`config.mk`:
```
export PLATFORM = sky130hd
export DESIGN_NAME = sparce_sasa_table_assoc
export DESIGN_NICKNAME = d
export VERILOG_FILES = /design/src/rtl/sparce_sasa_table_assoc.sv
export SDC_FILE = /design/constraint.sdc
export NUM_CORES = 2
export LEC_CHECK = 0
export BUFFER_PORTS_ARGS = -buffer_cell sky130_fd_sc_hd__buf_2
export CORE_MARGIN = 1.5
export CORE_UTILIZATION = 40
export CTS_CLUSTER_DIAMETER = 50
export DETAILED_ROUTE_END_ITERATION = 16
export PLACE_DENSITY = 0.54
export SYNTH_ARGS = -nofsm -noshare
export SYNTH_HDL_FRONTEND = slang
export SYNTH_SLANG_ARGS = --single-unit
```
`constraint.sdc`:
```
create_clock -name CLK -period 8.3 [get_ports CLK]
set_input_delay 0.415 -clock CLK [delete_from_list [all_inputs] [get_ports CLK]]
set_output_delay 0.415 -clock CLK [all_outputs]
set_load 0.03 [all_outputs]
```
`src/rtl/sparce_sasa_table_assoc.sv`:
```
// sparce_sasa_table_assoc: fully associative SASA skip-rule table with staged config writes and registered lookup
module sparce_sasa_table_assoc #(
    parameter int          NUM_ENTRIES = 16,
    parameter int          SKIP_W      = 16,
    parameter logic [31:0] SASA_BASE   = 32'h0000_1000
) (
    input  logic                           CLK,
    input  logic                           RST,
    input  logic [31:0]                    pc,
    input  logic [31:0]                    sasa_addr,
    input  logic [31:0]                    sasa_data,
    input  logic                           sasa_wen,
    output logic                           valid,
    output logic [4:0]                     sasa_rs1,
    output logic [4:0]                     sasa_rs2,
    output logic                           condition,
    output logic [SKIP_W-1:0]              insts_to_skip,
    output logic [31:0]                    preceding_pc,
    output logic                           sasa_enable,
    output logic [$clog2(NUM_ENTRIES):0]   num_valid,
    output logic                           cfg_error
);
    localparam int IW = $clog2(NUM_ENTRIES);
    localparam int NW = IW + 1;

    typedef enum logic {IDLE, STAGED} state_t;

    state_t                  state_q, state_d;
    logic [31:0]             staged_pc;
    logic [IW-1:0]           victim;
    logic [NUM_ENTRIES-1:0]  ent_valid;
    logic [31:0]             ent_pc   [NUM_ENTRIES];
    logic [4:0]              ent_rs1  [NUM_ENTRIES];
    logic [4:0]              ent_rs2  [NUM_ENTRIES];
    logic                    ent_cond [NUM_ENTRIES];
    logic [SKIP_W-1:0]       ent_skip [NUM_ENTRIES];

    logic ctrl_wr, pc_wr, info_wr, clear, commit;
    logic dup_hit, free_hit;
    logic [IW-1:0] dup_idx, free_idx, slot;
    logic hit;
    logic [4:0] hit_rs1, hit_rs2;
    logic hit_cond;
    logic [SKIP_W-1:0] hit_skip;
    logic [31:0] hit_pc;

    assign ctrl_wr = sasa_wen && sasa_addr == SASA_BASE;
    assign pc_wr   = sasa_wen && sasa_addr == SASA_BASE + 32'd4;
    assign info_wr = sasa_wen && sasa_addr == SASA_BASE + 32'd8;
    assign clear   = ctrl_wr && sasa_data[1];
    assign commit  = info_wr && state_q == STAGED;
    assign slot    = dup_hit ? dup_idx : free_hit ? free_idx : victim;

    // FSM state register
    always_ff @(posedge CLK or posedge RST) begin
        if (RST) state_q <= IDLE;
        else     state_q <= state_d;
    end

    // FSM next state: PC write stages, INFO write or clear returns to idle
    always_comb begin
        state_d = state_q;
        if (clear)        state_d = IDLE;
        else if (pc_wr)   state_d = STAGED;
        else if (info_wr) state_d = IDLE;
    end

    // Commit slot search: existing PC first, then lowest free slot (descending scan leaves the lowest)
    always_comb begin
        dup_hit  = 1'b0;
        dup_idx  = '0;
        free_hit = 1'b0;
        free_idx = '0;
        for (int i = NUM_ENTRIES - 1; i >= 0; i--) begin
            if (ent_valid[i] && ent_pc[i] == staged_pc) begin
                dup_hit = 1'b1;
                dup_idx = IW'(i);
            end
            if (!ent_valid[i]) begin
                free_hit = 1'b1;
                free_idx = IW'(i);
            end
        end
    end

    // Lookup match; duplicates are never stored, so OR-merging the fields selects the single hit
    always_comb begin
        hit      = 1'b0;
        hit_rs1  = '0;
        hit_rs2  = '0;
        hit_cond = 1'b0;
        hit_skip = '0;
        hit_pc   = '0;
        for (int i = 0; i < NUM_ENTRIES; i++) begin
            if (ent_valid[i] && ent_pc[i] == pc) begin
                hit      = 1'b1;
                hit_rs1  = hit_rs1 | ent_rs1[i];
                hit_rs2  = hit_rs2 | ent_rs2[i];
                hit_cond = hit_cond | ent_cond[i];
                hit_skip = hit_skip | ent_skip[i];
                hit_pc   = hit_pc | ent_pc[i];
            end
        end
    end

    // Control state: enable, staged PC, valid bits, victim pointer, occupancy, error pulse
    always_ff @(posedge CLK or posedge RST) begin
        if (RST) begin
            sasa_enable <= 1'b0;
            staged_pc   <= '0;
            ent_valid   <= '0;
            victim      <= '0;
            num_valid   <= '0;
            cfg_error   <= 1'b0;
        end else begin
            cfg_error <= info_wr && state_q == IDLE;
            if (ctrl_wr) sasa_enable <= sasa_data[0];
            if (pc_wr) staged_pc <= sasa_data;
            if (clear) begin
                ent_valid <= '0;
                victim    <= '0;
                num_valid <= '0;
            end else if (commit) begin
                ent_valid[slot] <= 1'b1;
                if (!dup_hit && free_hit) num_valid <= num_valid + NW'(1);
                if (!dup_hit && !free_hit) victim <= victim + IW'(1);
            end
        end
    end

    // Entry payload storage; meaningful only where the valid bit is set
    always_ff @(posedge CLK) begin
        if (commit) begin
            ent_pc[slot]   <= staged_pc;
            ent_rs1[slot]  <= sasa_data[4:0];
            ent_rs2[slot]  <= sasa_data[9:5];
            ent_cond[slot] <= sasa_data[10];
            ent_skip[slot] <= sasa_data[16 +: SKIP_W];
        end
    end

    // Registered lookup result using the pre-write table and the current enable
    always_ff @(posedge CLK or posedge RST) begin
        if (RST) begin
            valid         <= 1'b0;
            sasa_rs1      <= '0;
            sasa_rs2      <= '0;
            condition     <= 1'b0;
            insts_to_skip <= '0;
            preceding_pc  <= '0;
        end else begin
            valid         <= sasa_enable && hit;
            sasa_rs1      <= sasa_enable ? hit_rs1 : '0;
            sasa_rs2      <= sasa_enable ? hit_rs2 : '0;
            condition     <= sasa_enable && hit_cond;
            insts_to_skip <= sasa_enable ? hit_skip : '0;
            preceding_pc  <= sasa_enable ? hit_pc : '0;
        end
    end
endmodule

```
; ---- Word-level counts from Yosys, hierarchy flattened
; Memories as Yosys holds them, arrays and structs flattened.
; Cells that the tools add are included.
[op_classes]
addsub = 2
magnitude_cmp = 2
eq_ne = 35
mux = 181
bitwise_logic = 77
reduce_logical = 51
[op_table]
columns = op, count
row1 = 32-bit equality test, 32
row2 = 32-bit two-way mux, 17
row3 = 32-bit OR, 15
row4 = 16-bit two-way mux, 19
row5 = 16-bit OR, 16
row6 = 5-bit two-way mux, 37
row7 = 5-bit OR, 30
row8 = 4-bit two-way mux, 37
row9 = 32-bit by 13-bit equality test with 1-bit output (second input constant), 3
row10 = 1-bit two-way mux, 70
row11 = 1-bit logical AND, 43
row12 = 1-bit OR, 15
row13 = 2-bit nonzero test, 3
row14 = 5-bit by 1-bit adder with 5-bit output (second input constant), 1
row15 = 4-bit by 5-bit < comparator with 1-bit output (second input constant), 1
row16 = 4-bit by 1-bit adder with 4-bit output (second input constant), 1
row17 = 1-bit demux with 4-bit select, 1
row18 = 4-bit by 1-bit greater-or-equal comparator with 1-bit output (second input constant), 1
row19 = 2-bit AND reduction, 2
row20 = 3-bit nonzero test, 1
row21 = 1-bit zero test, 2
row22 = 1-bit NOT, 1
[totals]
reg_bits = 120
ram_bits = 944
wordCells = 366
memories = 5
[memory_table]
columns = name, words, word_bits, read_ports, rd_clocked_by_memory_dff, wr, line_no
row1 = ent_pc, 16, 32, 16, 0, 1, 32  ; logic [31:0] ent_pc [NUM_ENTRIES];
row2 = ent_skip, 16, 16, 16, 0, 1, 36  ; logic [SKIP_W-1:0] ent_skip [NUM_ENTRIES];
row3 = ent_rs1, 16, 5, 16, 0, 1, 33  ; logic [4:0] ent_rs1 [NUM_ENTRIES];
row4 = ent_rs2, 16, 5, 16, 0, 1, 34  ; logic [4:0] ent_rs2 [NUM_ENTRIES];
row5 = ent_cond, 16, 1, 16, 0, 1, 35  ; logic ent_cond [NUM_ENTRIES];

; ---- Depth between registers and ports, before layout
[depth]
ltp_word = 34
depth_mapped = 13
depth_no_buf = 10

; ---- Least setup slack after synthesis
; No wires, ideal clock.
[synth_timing]
kind = reg2reg
start = reg staged_pc[21]
end = mem ent_cond[0], enable pin
setup_time_ps = 621
arrival_ps = 8551
t_required_ps = 7679
slack_ps = -872
stages_incl_launch_ff = 13
period_less_slack_ps = 9172
path_cell_list = dfrtp_1 buf_2 buf_2 xor2_1 nor4_1 nand4_1 or4_1 and2_1 nor4bb_1 a221oi_1 nor2_2 buf_6 nor4_1
[synth_between]
elab_chain_cells = 19
[synth_rtl]
columns = item, line_no
row1 = from (decl), 29  ; logic [31:0] staged_pc;
row2 = from (signal assigned), 118  ; if (pc_wr) staged_pc <= sasa_data;
row3 = 32-bit equality test, 75  ; if (ent_valid[i] && ent_pc[i] == staged_pc) begin
row4 = 1-bit logical AND, 75
row5 = 4-bit two-way mux / 1-bit two-way mux (equally long branches) (16 in series), 75
row6 = 4-bit two-way mux *, 52  ; assign slot = dup_hit ? dup_idx : free_hit ? free_idx : victim;
row7 = to (decl), 35
; Mark *: on every way between the ends. The rest lies on a longest branch, timed or not.

; ---- Worst setup path after layout
[layout_timing]
start = reg staged_pc[30]
end = mem ent_rs2[15][3], enable pin
[layout_between]
elab_chain_cells = 19
[layout_rtl]
columns = item, line_no
row1 = 32-bit equality test, 75
row2 = 1-bit logical AND, 75
row3 = 4-bit two-way mux / 1-bit two-way mux (equally long branches) (16 in series), 75
row4 = 4-bit two-way mux *, 52
row5 = to (decl), 34
; Marked as above.

==> flow_summary.toml <==
[logic_synthesis]
avgSynthCellArea_um2 = 13.83
synth_flop_cell = "edfxtp_1"
synth_edf_count = 944
yosysUniqueCellTypes = 73
ys_ff_latch = 1064
yosys.area.top_type_share = 0.5518
yosys-top-cells-area = "edfxtp_1 (55%), xnor2_1 (10%), xor2_1 (7.3%)"
syn_inst = 3715
yosysWarnings = 0
syn_nets = 3816
yosys.area.top_type = "edfxtp_1"
async_reset_ff_frac = 0.1128
syn_area_mm2 = 0.05137
synth_sequential_area_ratio = 0.6103

[route]
num_vias = 40760
routedWlPerCell_um = 53.67
drt-pass1-iter-count = 8
drc = 0
drt_iter0_markers = 6718
wirelength_um = 310100
vias_per_cell = 7.055
antenna_left = 0

[global_routing]
grt_max_degree = 61
grt_pass1_vias = 38560
grt_util_all_layers = 0.4692
antenna_found_initial = 13
grt_pass1_wl_um = 395600
grt_overflow = 0

[outcome]
outcome = "complete, no violations"

[hold_path]
holdPathStages = 1
hold_end = "ent_rs2[10][2]"
hp-class = "input pin to flip-flop"
holdCritStartpoint = "sasa_data[7]"

[critical_path]
path_depth = 13
ff2ff_setup_slack_ps = 2200
crit_buf_inv = 4
required_ps = 8760
cp-end-kind = "flip-flop"
regToRegEndpoint = "ent_rs2[15][3]"
setup.worst_path.start_class = "flip-flop"
crit-reg2reg-launch = "staged_pc[30]"
cp_max_fo = 25
r2r_cells = 13
slowest_delay_ps = 1060
path_cells = "buf_4, xnor2_1, nand2_1, nor4b_1, nand4_1, nand2_1, nor4_1, buf_4, a21oi_2, nand2_1, nor3_2, buf_12, buf_4"
cpLargestDelayFamily = "simple AND/OR/NAND/NOR gates"
crit_type = "flip-flop to flip-flop"
critPathSlowestCell = "xnor2_1"
arrival_ps = 6560

[job]
timing.max_cap.violations = 0

[die]
dieArea_mm2 = 0.1306
die_h_um = 361.4
fp-row-count = 131
ios = 166
dieWidth_um = 361.4
core_area_mm2 = 0.1275
initial_core_util = 0.4028

[sta]
fin_setup_tns_ps = 0
period_needed_ps = 6098
hold_violations = 0
tightest_slew_ps = 1426
fmax_ghz = 0.1640
fin_crit_sh = 0.7347
drv_slew = 0
finClkSkew_ps = 42.96
setup_viol = 0
slew_headroom = 0.04628
hold_slack_ps = 25.18
rsz0062_at_grt = "false"

[finish]
fillers = 11270
final_cells = 5778
mostFrequentLayoutCells = "edfxtp_1 (944), xnor2_1 (585), xor2_1 (430)"
drive_above_1_share = 0.1694
syn2layout_area_growth_pct = 17.94
layout_commonest_cell = "edfxtp_1"
nNetsFinal = 4086

[clock_network]
htree_levels = 4
cts.clk_slew.worst_paths_ps = 60
cts.sinks = 1064
clk_path_buf_depth = 3
clk_latency_ps = 820
cts_root_buf = "clkbuf_16"
cts_tree = "built"
cts-buffers-inserted = 145

[power]
p_leak_uw = 0.02356
total_power_uw = 12960
irDropWorstVdd_mv = 0.2057
p_per_area_mw_per_mm2 = 213.9

[place]
place_hpwl_um = 217400
routabilityCongestion = 1.088
io_buffers = 165
dp_cells = 5477
==> worst max path at each step <==
stage | from | end | slack (ps)
6_report | staged_pc[30] | ent_rs2[15][3] | 2200
5_1_grt | staged_pc[19] | ent_cond[15] | 2330
4_1_cts | staged_pc[19] | ent_rs1[15][0] | 2550
3_5_place_dp | staged_pc[21] | ent_rs1[15][0] | 2570
3_3_place_gp | staged_pc[19] | ent_rs1[15][0] | 2630
2_1_floorplan | staged_pc[31] | ent_cond[1] | 580
==> per-stage QoR <==
step	area [µm²]	util	worst slack [ps]
global placement	55070	0.4318	2628
finish	60590	0.4751	2202
CTS	60550	0.4748	2549
floorplan	51390	-	581.3
global route	60570	0.4750	2335
detailed placement	55070	0.4319	2568
==> registers in the layout, summed over array words and instances, names as in the netlist <==
| register | count |
|---|---|
| cfg_error | 1 |
| condition | 1 |
| ent_cond | 16 |
| ent_pc | 512 |
| ent_rs1 | 80 |
| ent_rs2 | 80 |
| ent_skip | 256 |
| ent_valid | 16 |
| insts_to_skip | 16 |
| num_valid | 5 |
| preceding_pc | 32 |
| sasa_enable | 1 |
| sasa_rs1 | 5 |
| sasa_rs2 | 5 |
| staged_pc | 32 |
| state_q | 1 |
| valid | 1 |
| victim | 4 |
==> synth_stat cells, types with 2 or more instances <==
library cell	count
edfxtp_1	944
xnor2_1	585
xor2_1	430
a221oi_1	237
a22o_1	237
nor4_1	226
nand4_1	191
clkbuf_1	141
dfrtp_1	120
buf_2	79
nand3_1	64
nand2_1	62
a41oi_1	60
nor3_1	46
nand2b_1	36
mux2_2	32
nor2_1	24
or4_1	20
nand4b_1	19
o21ai_0	17
buf_1	15
nor4b_1	14
inv_1	13
or3_1	12
a21oi_1	8
buf_6	5
nor2b_1	5
o21ai_1	5
o22ai_1	4
and2_1	3
nand3b_1	3
o211ai_1	3
o31ai_2	3
or3b_2	3
a21boi_0	2
a21o_1	2
a31o_2	2
ha_1	2
mux2i_1	2
nand2_4	2
nor4bb_1	2
o2111ai_1	2
or2_1	2
or2_2	2
==> power by group <==
part / total (µW) / leakage, µW / internal, µW / switching (µW)
logic: 396 / 0.00955 / 113 / 284
registers: 5790 / 0.0115 / 5790 / 0.00000839
clock network: 6780 / 0.00254 / 4040 / 2740
==> cell type report <==
type                    instances  area (µm²)  area share
diodes                          7       17.52   0.0002891
repair buffers                364        2635     0.04349
well taps                    1662        2079     0.03432
clock buffers                 171        3889     0.06419
multi-input cells            2395       19160      0.3163
flip-flops and latches       1064       31370      0.5177
clock inverters               100        1375     0.02270
inverters                      15       62.56    0.001033
==> timing repair <==
| action | CTS | global route |
|---|---|---|
| hold buffers | 21 | 0 |
| buffers inserted | 0 | 0 |
| endpoints found under the setup margin | 0 | 0 |
| gates resized for setup | 0 | 0 |
| endpoints found under the hold margin | 274 | 0 |
==> logic make-up after synthesis <==
family / count (synthesis) / synth area share
fa+ha+maj: 2 / 0.0004871
compound gates: 596 / 0.09957
mux: 34 / 0.007405
flops: 1064 / 0.6103
buf+inv: 256 / 0.02139
xor+xnor: 1015 / 0.1731
simple gates: 748 / 0.08781
==> routing by layer <==
layer / part of all wire / GRT usage / vias to the layer above
li1: - / - / 15200
met1: 0.36 / 0.5577 / 21000
met2: 0.42 / 0.6855 / 3513
met3: 0.12 / 0.1611 / 1049
met4: 0.10 / 0.3903 / 6
met5: 0.00013 / 0.0007399 / -
No activity file was read; power rests on OpenSTA's default activity.
